`src/rtl/pixel_plot_if.sv`:
```
// Pixel-write bus between the two drawing clients, the plot arbiter and the VGA adapter.
// slave = arbiter side, master = client/adapter side.
interface pixel_plot_if;
    logic       clear_req;
    logic       c0_valid;
    logic [7:0] c0_x;
    logic [6:0] c0_y;
    logic [2:0] c0_colour;
    logic       c0_ready;
    logic       c1_valid;
    logic [7:0] c1_x;
    logic [6:0] c1_y;
    logic [2:0] c1_colour;
    logic       c1_ready;
    logic       plot;
    logic [7:0] x;
    logic [6:0] y;
    logic [2:0] colour;
    logic       clear_done;
    logic [7:0] drop_count;

    modport slave (
        input  clear_req,
        input  c0_valid, c0_x, c0_y, c0_colour,
        output c0_ready,
        input  c1_valid, c1_x, c1_y, c1_colour,
        output c1_ready,
        output plot, x, y, colour, clear_done, drop_count
    );

    modport master (
        output clear_req,
        output c0_valid, c0_x, c0_y, c0_colour,
        input  c0_ready,
        output c1_valid, c1_x, c1_y, c1_colour,
        input  c1_ready,
        input  plot, x, y, colour, clear_done, drop_count
    );
endinterface

```
`src/rtl/pixel_plot_arbiter.sv`:
```
// Round-robin arbiter merging paddle/ball pixel writes into one plot stream; owns screen clearing.
// Latency: 1 cycle from accepted pixel to registered plot output. Optional macro PLOT_BOUNDS_CHECK_EN.
// Backpressure: both readys low during a clear sweep and on a clear_req cycle; one ready per cycle otherwise.
module pixel_plot_arbiter #(
    parameter int         SCREEN_W  = 160,
    parameter int         SCREEN_H  = 120,
    parameter logic [2:0] BG_COLOUR = 3'b000
) (
    input  logic          clock,
    input  logic          resetn,
    pixel_plot_if.slave   bus
);

    localparam logic [7:0] X_LAST = 8'(SCREEN_W - 1);
    localparam logic [6:0] Y_LAST = 7'(SCREEN_H - 1);

    localparam logic [0:0] ST_CLEAR = 1'b0;
    localparam logic [0:0] ST_RUN   = 1'b1;

    logic [0:0] state;
    logic [7:0] cx;
    logic [6:0] cy;
    logic       last_grant;

    logic       plot_q;
    logic [7:0] x_q;
    logic [6:0] y_q;
    logic [2:0] colour_q;
    logic       done_q;
    logic [7:0] drop_q;

    logic       rdy0;
    logic       rdy1;
    logic       xfer;
    logic [7:0] gx;
    logic [6:0] gy;
    logic [2:0] gc;
    logic       in_range;

    // last_grant=1 means client 1 won last, so client 0 wins the next tie
    always_comb begin
        rdy0 = 1'b0;
        rdy1 = 1'b0;
        if (state == ST_RUN && !bus.clear_req) begin
            if (bus.c0_valid && bus.c1_valid) begin
                rdy0 = last_grant;
                rdy1 = ~last_grant;
            end else begin
                rdy0 = bus.c0_valid;
                rdy1 = bus.c1_valid;
            end
        end
    end

    assign xfer = rdy0 | rdy1;
    assign gx   = rdy1 ? bus.c1_x      : bus.c0_x;
    assign gy   = rdy1 ? bus.c1_y      : bus.c0_y;
    assign gc   = rdy1 ? bus.c1_colour : bus.c0_colour;

`ifdef PLOT_BOUNDS_CHECK_EN
    assign in_range = (gx <= X_LAST) && (gy <= Y_LAST);

    always_ff @(posedge clock or negedge resetn) begin
        if (!resetn) begin
            drop_q <= 8'd0;
        end else if (state == ST_RUN && !bus.clear_req && xfer && !in_range && drop_q != 8'hFF) begin
            drop_q <= drop_q + 8'd1;
        end
    end
`else
    assign in_range = 1'b1;
    assign drop_q   = 8'd0;
`endif

    always_ff @(posedge clock or negedge resetn) begin
        if (!resetn) begin
            state      <= ST_CLEAR;
            cx         <= 8'd0;
            cy         <= 7'd0;
            last_grant <= 1'b1;
            plot_q     <= 1'b0;
            x_q        <= 8'd0;
            y_q        <= 7'd0;
            colour_q   <= 3'd0;
            done_q     <= 1'b0;
        end else begin
            plot_q <= 1'b0;
            done_q <= 1'b0;
            case (state)
                ST_CLEAR: begin
                    plot_q   <= 1'b1;
                    x_q      <= cx;
                    y_q      <= cy;
                    colour_q <= BG_COLOUR;
                    if (cx == X_LAST) begin
                        cx <= 8'd0;
                        if (cy == Y_LAST) begin
                            cy     <= 7'd0;
                            state  <= ST_RUN;
                            done_q <= 1'b1;
                        end else begin
                            cy <= cy + 7'd1;
                        end
                    end else begin
                        cx <= cx + 8'd1;
                    end
                end
                ST_RUN: begin
                    if (bus.clear_req) begin
                        state <= ST_CLEAR;
                        cx    <= 8'd0;
                        cy    <= 7'd0;
                    end else if (xfer) begin
                        last_grant <= rdy1;
                        // out-of-range pixels are consumed but leave the output holding
                        if (in_range) begin
                            plot_q   <= 1'b1;
                            x_q      <= gx;
                            y_q      <= gy;
                            colour_q <= gc;
                        end
                    end
                end
                default: state <= ST_CLEAR;
            endcase
        end
    end

    assign bus.c0_ready   = rdy0;
    assign bus.c1_ready   = rdy1;
    assign bus.plot       = plot_q;
    assign bus.x          = x_q;
    assign bus.y          = y_q;
    assign bus.colour     = colour_q;
    assign bus.clear_done = done_q;
    assign bus.drop_count = drop_q;

endmodule

```
`src/flat_wrapper.sv`:
```
// flat-port wrapper written by rule: the top's interface ports become plain ports
module pixel_plot_arbiter_flat 
#(
    parameter int         SCREEN_W  = 160,
    parameter int         SCREEN_H  = 120,
    parameter logic [2:0] BG_COLOUR = 3'b000
)
  (clock, resetn, bus_clear_req, bus_c0_valid, bus_c0_x, bus_c0_y, bus_c0_colour, bus_c0_ready, bus_c1_valid, bus_c1_x, bus_c1_y, bus_c1_colour, bus_c1_ready, bus_plot, bus_x, bus_y, bus_colour, bus_clear_done, bus_drop_count);
  pixel_plot_if bus_i ();
  input  logic clock;
  input  logic resetn;
  input wire logic [$bits(bus_i.clear_req)-1:0] bus_clear_req;
  input wire logic [$bits(bus_i.c0_valid)-1:0] bus_c0_valid;
  input wire logic [$bits(bus_i.c0_x)-1:0] bus_c0_x;
  input wire logic [$bits(bus_i.c0_y)-1:0] bus_c0_y;
  input wire logic [$bits(bus_i.c0_colour)-1:0] bus_c0_colour;
  output wire logic [$bits(bus_i.c0_ready)-1:0] bus_c0_ready;
  input wire logic [$bits(bus_i.c1_valid)-1:0] bus_c1_valid;
  input wire logic [$bits(bus_i.c1_x)-1:0] bus_c1_x;
  input wire logic [$bits(bus_i.c1_y)-1:0] bus_c1_y;
  input wire logic [$bits(bus_i.c1_colour)-1:0] bus_c1_colour;
  output wire logic [$bits(bus_i.c1_ready)-1:0] bus_c1_ready;
  output wire logic [$bits(bus_i.plot)-1:0] bus_plot;
  output wire logic [$bits(bus_i.x)-1:0] bus_x;
  output wire logic [$bits(bus_i.y)-1:0] bus_y;
  output wire logic [$bits(bus_i.colour)-1:0] bus_colour;
  output wire logic [$bits(bus_i.clear_done)-1:0] bus_clear_done;
  output wire logic [$bits(bus_i.drop_count)-1:0] bus_drop_count;
  assign bus_i.clear_req = bus_clear_req;
  assign bus_i.c0_valid = bus_c0_valid;
  assign bus_i.c0_x = bus_c0_x;
  assign bus_i.c0_y = bus_c0_y;
  assign bus_i.c0_colour = bus_c0_colour;
  assign bus_c0_ready = bus_i.c0_ready;
  assign bus_i.c1_valid = bus_c1_valid;
  assign bus_i.c1_x = bus_c1_x;
  assign bus_i.c1_y = bus_c1_y;
  assign bus_i.c1_colour = bus_c1_colour;
  assign bus_c1_ready = bus_i.c1_ready;
  assign bus_plot = bus_i.plot;
  assign bus_x = bus_i.x;
  assign bus_y = bus_i.y;
  assign bus_colour = bus_i.colour;
  assign bus_clear_done = bus_i.clear_done;
  assign bus_drop_count = bus_i.drop_count;
  pixel_plot_arbiter #(.SCREEN_W(SCREEN_W), .SCREEN_H(SCREEN_H), .BG_COLOUR(BG_COLOUR)) u_core (.clock(clock), .resetn(resetn), .bus(bus_i));
endmodule
```
`config.mk`:
```
export PLATFORM = sky130hd
export DESIGN_NAME = pixel_plot_arbiter_flat
export DESIGN_NICKNAME = d
export VERILOG_FILES = /design/src/rtl/pixel_plot_if.sv /design/src/rtl/pixel_plot_arbiter.sv /design/src/flat_wrapper.sv
export SDC_FILE = /design/constraint.sdc
export NUM_CORES = 1
export LEC_CHECK = 0
export ABC_AREA = 1
export CAP_MARGIN = 10
export CORE_AREA = 2 2 74 76
export CTS_CLUSTER_DIAMETER = 150
export DETAILED_ROUTE_END_ITERATION = 16
export DIE_AREA = 0 0 76 78
export GPL_TIMING_DRIVEN = 0
export PLACE_DENSITY = 0.78
export SLEW_MARGIN = 20
export SYNTH_ARGS = -nofsm -noshare
export SYNTH_HDL_FRONTEND = slang
export SYNTH_SLANG_ARGS = --single-unit
```
`constraint.sdc`:
```
create_clock -name clock -period 1.55 [get_ports clock]
set_input_delay 0.31 -clock clock [delete_from_list [all_inputs] [get_ports clock]]
set_output_delay 0.31 -clock clock [all_outputs]
set_load 0.02 [all_outputs]
```
## Word level (Yosys, flattened, before mapping)

Index checks and enable logic that the tools add are counted.

| operators by class | value |
|---|---|
| bitwise gates (word level) | 4 |
| order comparisons | 0 |
| shift-type cells | 0 |
| div/mod/pow operators | 0 |
| multipliers | 0 |
| reductions and logical operators | 6 |
| eq/ne operators | 6 |
| add/sub/neg operators | 2 |
| multiplexer cells | 31 |

Operator list:

| operator | number |
|---|---|
| $mux W7 | 6 |
| $mux W8 | 5 |
| $pmux W8 S2 | 2 |
| $pmux W7 S2 | 2 |
| $mux W1 | 10 |
| $mux W3 | 3 |
| $add A8 B1 Y8 const B | 1 |
| $eq A8 B8 Y1 const B | 1 |
| $add A7 B1 Y7 const B | 1 |
| $eq A7 B7 Y1 const B | 1 |
| $ne A2 B2 Y1 const B | 3 |
| $pmux W3 S2 | 1 |
| $pmux W1 S2 | 2 |
| $reduce_and A2 Y1 | 2 |
| $not A1 Y1 | 3 |
| $reduce_and A3 Y1 | 1 |
| $logic_and A1 B1 Y1 | 2 |
| $ne A2 B1 Y1 const B | 1 |
| $logic_not A1 Y1 | 1 |
| $or A1 B1 Y1 | 1 |

| storage, ports and cells | value |
|---|---|
| bits in latches | 0 |
| output and inout bits | 30 |
| register bits after elaboration | 37 |
| logic and storage cells | 58 |
| memories | 0 |
| RAM bits | 0 |
| input port bits | 41 |
| memory bits (read-only) | 0 |

## Longest topological paths before layout

| logic depth | value |
|---|---|
| depth in word-level cells | 7 |
| depth in mapped cells | 9 |
| depth with buffers taken out | 8 |

## Worst setup path before layout

Ideal clock, no wire load.

| timing | value |
|---|---|
| path type | reg2out |
| start | register u_core.last_grant |
| end | output port bus_c1_ready |
| required time | 1240 ps |
| arrival time | 1063 ps |
| setup slack | 177 ps |
| stages on the path, launching flop included | 5 |
| path buffers | 1 |
| cell sequence | dfstp_2 -> nand2_1 -> nand3_2 -> buf_2 -> inv_1 |

| between the ends | value |
|---|---|
| word-level cells in the longest chain between the ends | 3 |

Ends and longest elaborated chain:

| what | RTL line | text |
|---|---|---|
| start, declared | pixel_plot_arbiter.sv:23 | `logic last_grant;` |
| start signal, assigned | pixel_plot_arbiter.sv:114 | `last_grant <= rdy1;` |
| $not A1 Y1 | pixel_plot_arbiter.sv:47 | `rdy1 = ~last_grant;` |
| $mux W1 | pixel_plot_arbiter.sv:45 | `if (bus.c0_valid && bus.c1_valid) begin` |
| $mux W1 | pixel_plot_arbiter.sv:44 | `if (state == ST_RUN && !bus.clear_req) begin` |
| end, declared | flat_wrapper.sv:22 | `output wire logic [$bits(bus_i.c1_ready)-1:0] bus_c1_ready;` |

Every way passes these cells.

## Worst setup path in the final report

| timing | value |
|---|---|
| start | register u_core.state |
| end | output port bus_c0_ready |

| between the ends | value |
|---|---|
| word-level cells in the longest chain between the ends | 2 |

Ends and longest elaborated chain:

| what | RTL line | text |
|---|---|---|
| start, declared | pixel_plot_arbiter.sv:20 | `logic [0:0] state;` |
| start signal, assigned | pixel_plot_arbiter.sv:77 | `state <= ST_CLEAR;` |
| start signal, assigned | pixel_plot_arbiter.sv:99 | `state <= ST_RUN;` |
| start signal, assigned | pixel_plot_arbiter.sv:110 | `state <= ST_CLEAR;` |
| $logic_and A1 B1 Y1 | pixel_plot_arbiter.sv:44 |  |
| $mux W1 | pixel_plot_arbiter.sv:44 |  |
| end, declared | flat_wrapper.sv:17 | `output wire logic [$bits(bus_i.c0_ready)-1:0] bus_c0_ready;` |

Every way passes these cells.

==> run metrics <==
worst-path maximum fanout=4; final core utilization=roughly two thirds; Post-Syn Area=2310 sq um; Die X=around 76 um; HPWL Detailed=between 4000 and 5000 um; CTS max path bufs=2; Simple-Gate Fraction of Synth Area=35.7%; R2R Path Start=u_core.state; CP arrival=around 1.2 ns; register area share after synthesis=between 40% and 50%; Boundary Pins=approximately 70; post-DR vias/cell=~4.9; Worst setup EP type=output pin; detailed-route via count=2389; nets@finish=approximately 460; worst-skew pair later-pin latency=between 0.2 and 0.3 ns; Layout Skew=just under 0.004 ns; count leader, synth=nand2_1; VDD IR max=~830 uV; Post-synth top cells=nand2_1, inv_1, dfrtp_1, nand3_1, nand4_1; GRT Overall Usage=a little over a fifth; Diodes inserted=0; Initial Util=45.9%; Area growth syn-to-layout=42.2%; vias in the first global route=between 2000 and 2500; top post-synthesis cells by area=dfrtp_1, nand2_1, inv_1; Synth cell types=24; synth warn=0; Multi-input gate area=approximately 1100 sq um; largest family of logic cells by synthesized area=simple AND/OR/NAND/NOR gates; Hold Startpoint=u_core.bus.y[3]; post-synthesis register bit count=37; Pwr Density=1190 nW/um^2; total CTS buffers=5; Placed Cells=between 400 and 500; Post-Layout Cell Count=between 400 and 500; startpoint types=flop; post-synthesis compound-gate area fraction=under 10%; Root Driver=clkbuf_8; Max Fclk=~660 MHz; initial antenna violation count=0; CTS H-tree depth=2; num rows=26; kind of critical path=flop to output pin; RSZ-0062 raised after global routing=true; post-synthesis xor/xnor area fraction=1.14%; crit path time final=about 1.5 ns; Core Box Area=~5000 sq um; Slew Limit Fails=0; Place WS=-0.782 ns; # DRC=0; first-pass GRT wire length=about 11000 um; share of the synthesized area in the top cell type=roughly 39%; Worst Hold Class=flop to flop; CTS clk-pin slew, worst paths=~0.070 ns; maxcap violations=0; gr ovfl total=0; setup ws final=0.0304 ns; drt total wl=between 6000 and 7000 um; Final Hold Fails=0; leak pwr=around 0.0019 uW; Buffers on Ports=a little over 60; mean routed wirelength per cell=~12 um; Synth area leader=dfrtp_1; setup TNS=0 ns; GP Congestion=a little under 0.9; Most used DFF post-synth=dfrtp_1; final hold slack=around 0.47 ns; endpoints failing setup=0; share of layout cells above drive strength 1=14.8%; largest net degree at the start of global routing=21; number of synthesized flops with an enable pin=0; Filler cells=452; DRT iter0 DRCs=around 160; status=finished, final reports clean; mux cell area share after synthesis=less than 1%; DRT Pass-1 Iters=5; synthesized area per cell=between 6 and 7 sq um; DIE HEIGHT=between 70 and 80 um; Sink Count=37; die area=just under 6000 sq um; Syn Inst Count=332; TritonCTS clock tree=yes; fin crit share=~98%; Post-synth ARST share=between 90% and 100%; FF/Latch Area=928 sq um; Post-Synth Adder-Cell Area=~1.1%; Worst EP required=~1.2 ns; Final ANT Viol Nets=0; Worst Setup SP=u_core.state
## metal layers
metal / global-route usage (%) / share of wire [%] / up-vias
met4: 5.27 / 1.8 / 0
met3: 4.30 / 5.7 / 13
met5: 0 / 0 / -
met1: 28.1 / 44 / 1086
met2: 38.4 / 49 / 86
li1: - / - / 1204
## through the flow
stage	area, sq um	power [uW]
floorplan	2340	2620
global placement	3050	3280
detailed placement	3070	3330
CTS	3210	3890
global route	3290	4260
finish	3290	3910
## flip-flops by register name, indices dropped and copies added (netlist names)
name / flops
u_core.cx: 8
u_core.bus.colour: 3
u_core.bus.y: 7
u_core.bus.plot: 1
u_core.cy: 7
u_core.bus.x: 8
u_core.state: 1
u_core.last_grant: 1
u_core.bus.clear_done: 1
## cell usage in the layout, fill, tap and decap left out, drive strengths merged
cell and count:
buf 39, clkbuf 7, nand3b 1, a22o 1
mux2i 1, dfstp 1, nand2 108, inv 51
nor2 21, dfrtp 36, dlymetal6s2s 5, dlygate4sd2 18
nand4 23, ha 2, conb 8, a21o 1
xnor2 1, clkdlybuf4s50 36, nand3 31, o21ai 13
xor2 2, a21oi 12, dlygate4sd3 1
## critical path: stages (launching register included)
cell	delay (ns)
dfrtp_1	0.34
buf_6	0.11
buf_6	0.10
nand3_4	0.09
a21oi_4	0.14
buf_6	0.14
## kinds of logic (layout without fill, tap and decap cells)
logic type / Yosys count / after routing
XOR/XNOR: 3 / 3
other: 1 / 8
multiplexers: 1 / 1
adder cells (fa/ha/maj): 2 / 2
AO/OA/AOI/OAI: 27 / 27
flip-flops: 37 / 37
buffers and inverters: 77 / 157
AND/OR/NAND/NOR: 184 / 184
## power by group
group          leakage [uW]  switching [uW]  internal (uW)
clock             0.0000443             313            352
sequential         0.000462             294           1320
combinational       0.00134             930            699
total               0.00185            1540           2380
## path summary, 6_finish.rpt
check | slack [ns] | endpoint | depth (start not counted)
max in group asynchronous | 0.49 | u_core.last_grant | 3
min | 0.47 | u_core.bus.y[3] | 2
max | 0.03 | bus_c0_ready | 5
max reg2reg | 0.10 | u_core.bus.y[6] | 8
min reg2reg | 0.47 | u_core.bus.y[3] | 2
min in group asynchronous | 0.51 | u_core.bus.clear_done | 2
## layout make-up
cell class / instances / share of cell area, %
flip-flops and latches: 37 / 28.2
well taps: 70 / 2.66
clock buffers: 7 / 2.63
inverters: 51 / 5.82
plain buffers: 25 / 5.06
multi-input cells: 225 / 33.6
repair buffers: 74 / 22.0
## what timing repair did
item                                    4_1_cts  5_1_grt
hold buffers                                  1        0
gates resized for setup                      38       16
endpoints found under the hold margin        17        0
pin swaps                                     2        3
buffers inserted                              5        5
endpoints found under the setup margin       18       14
Power figures use the tool's default switching activity.
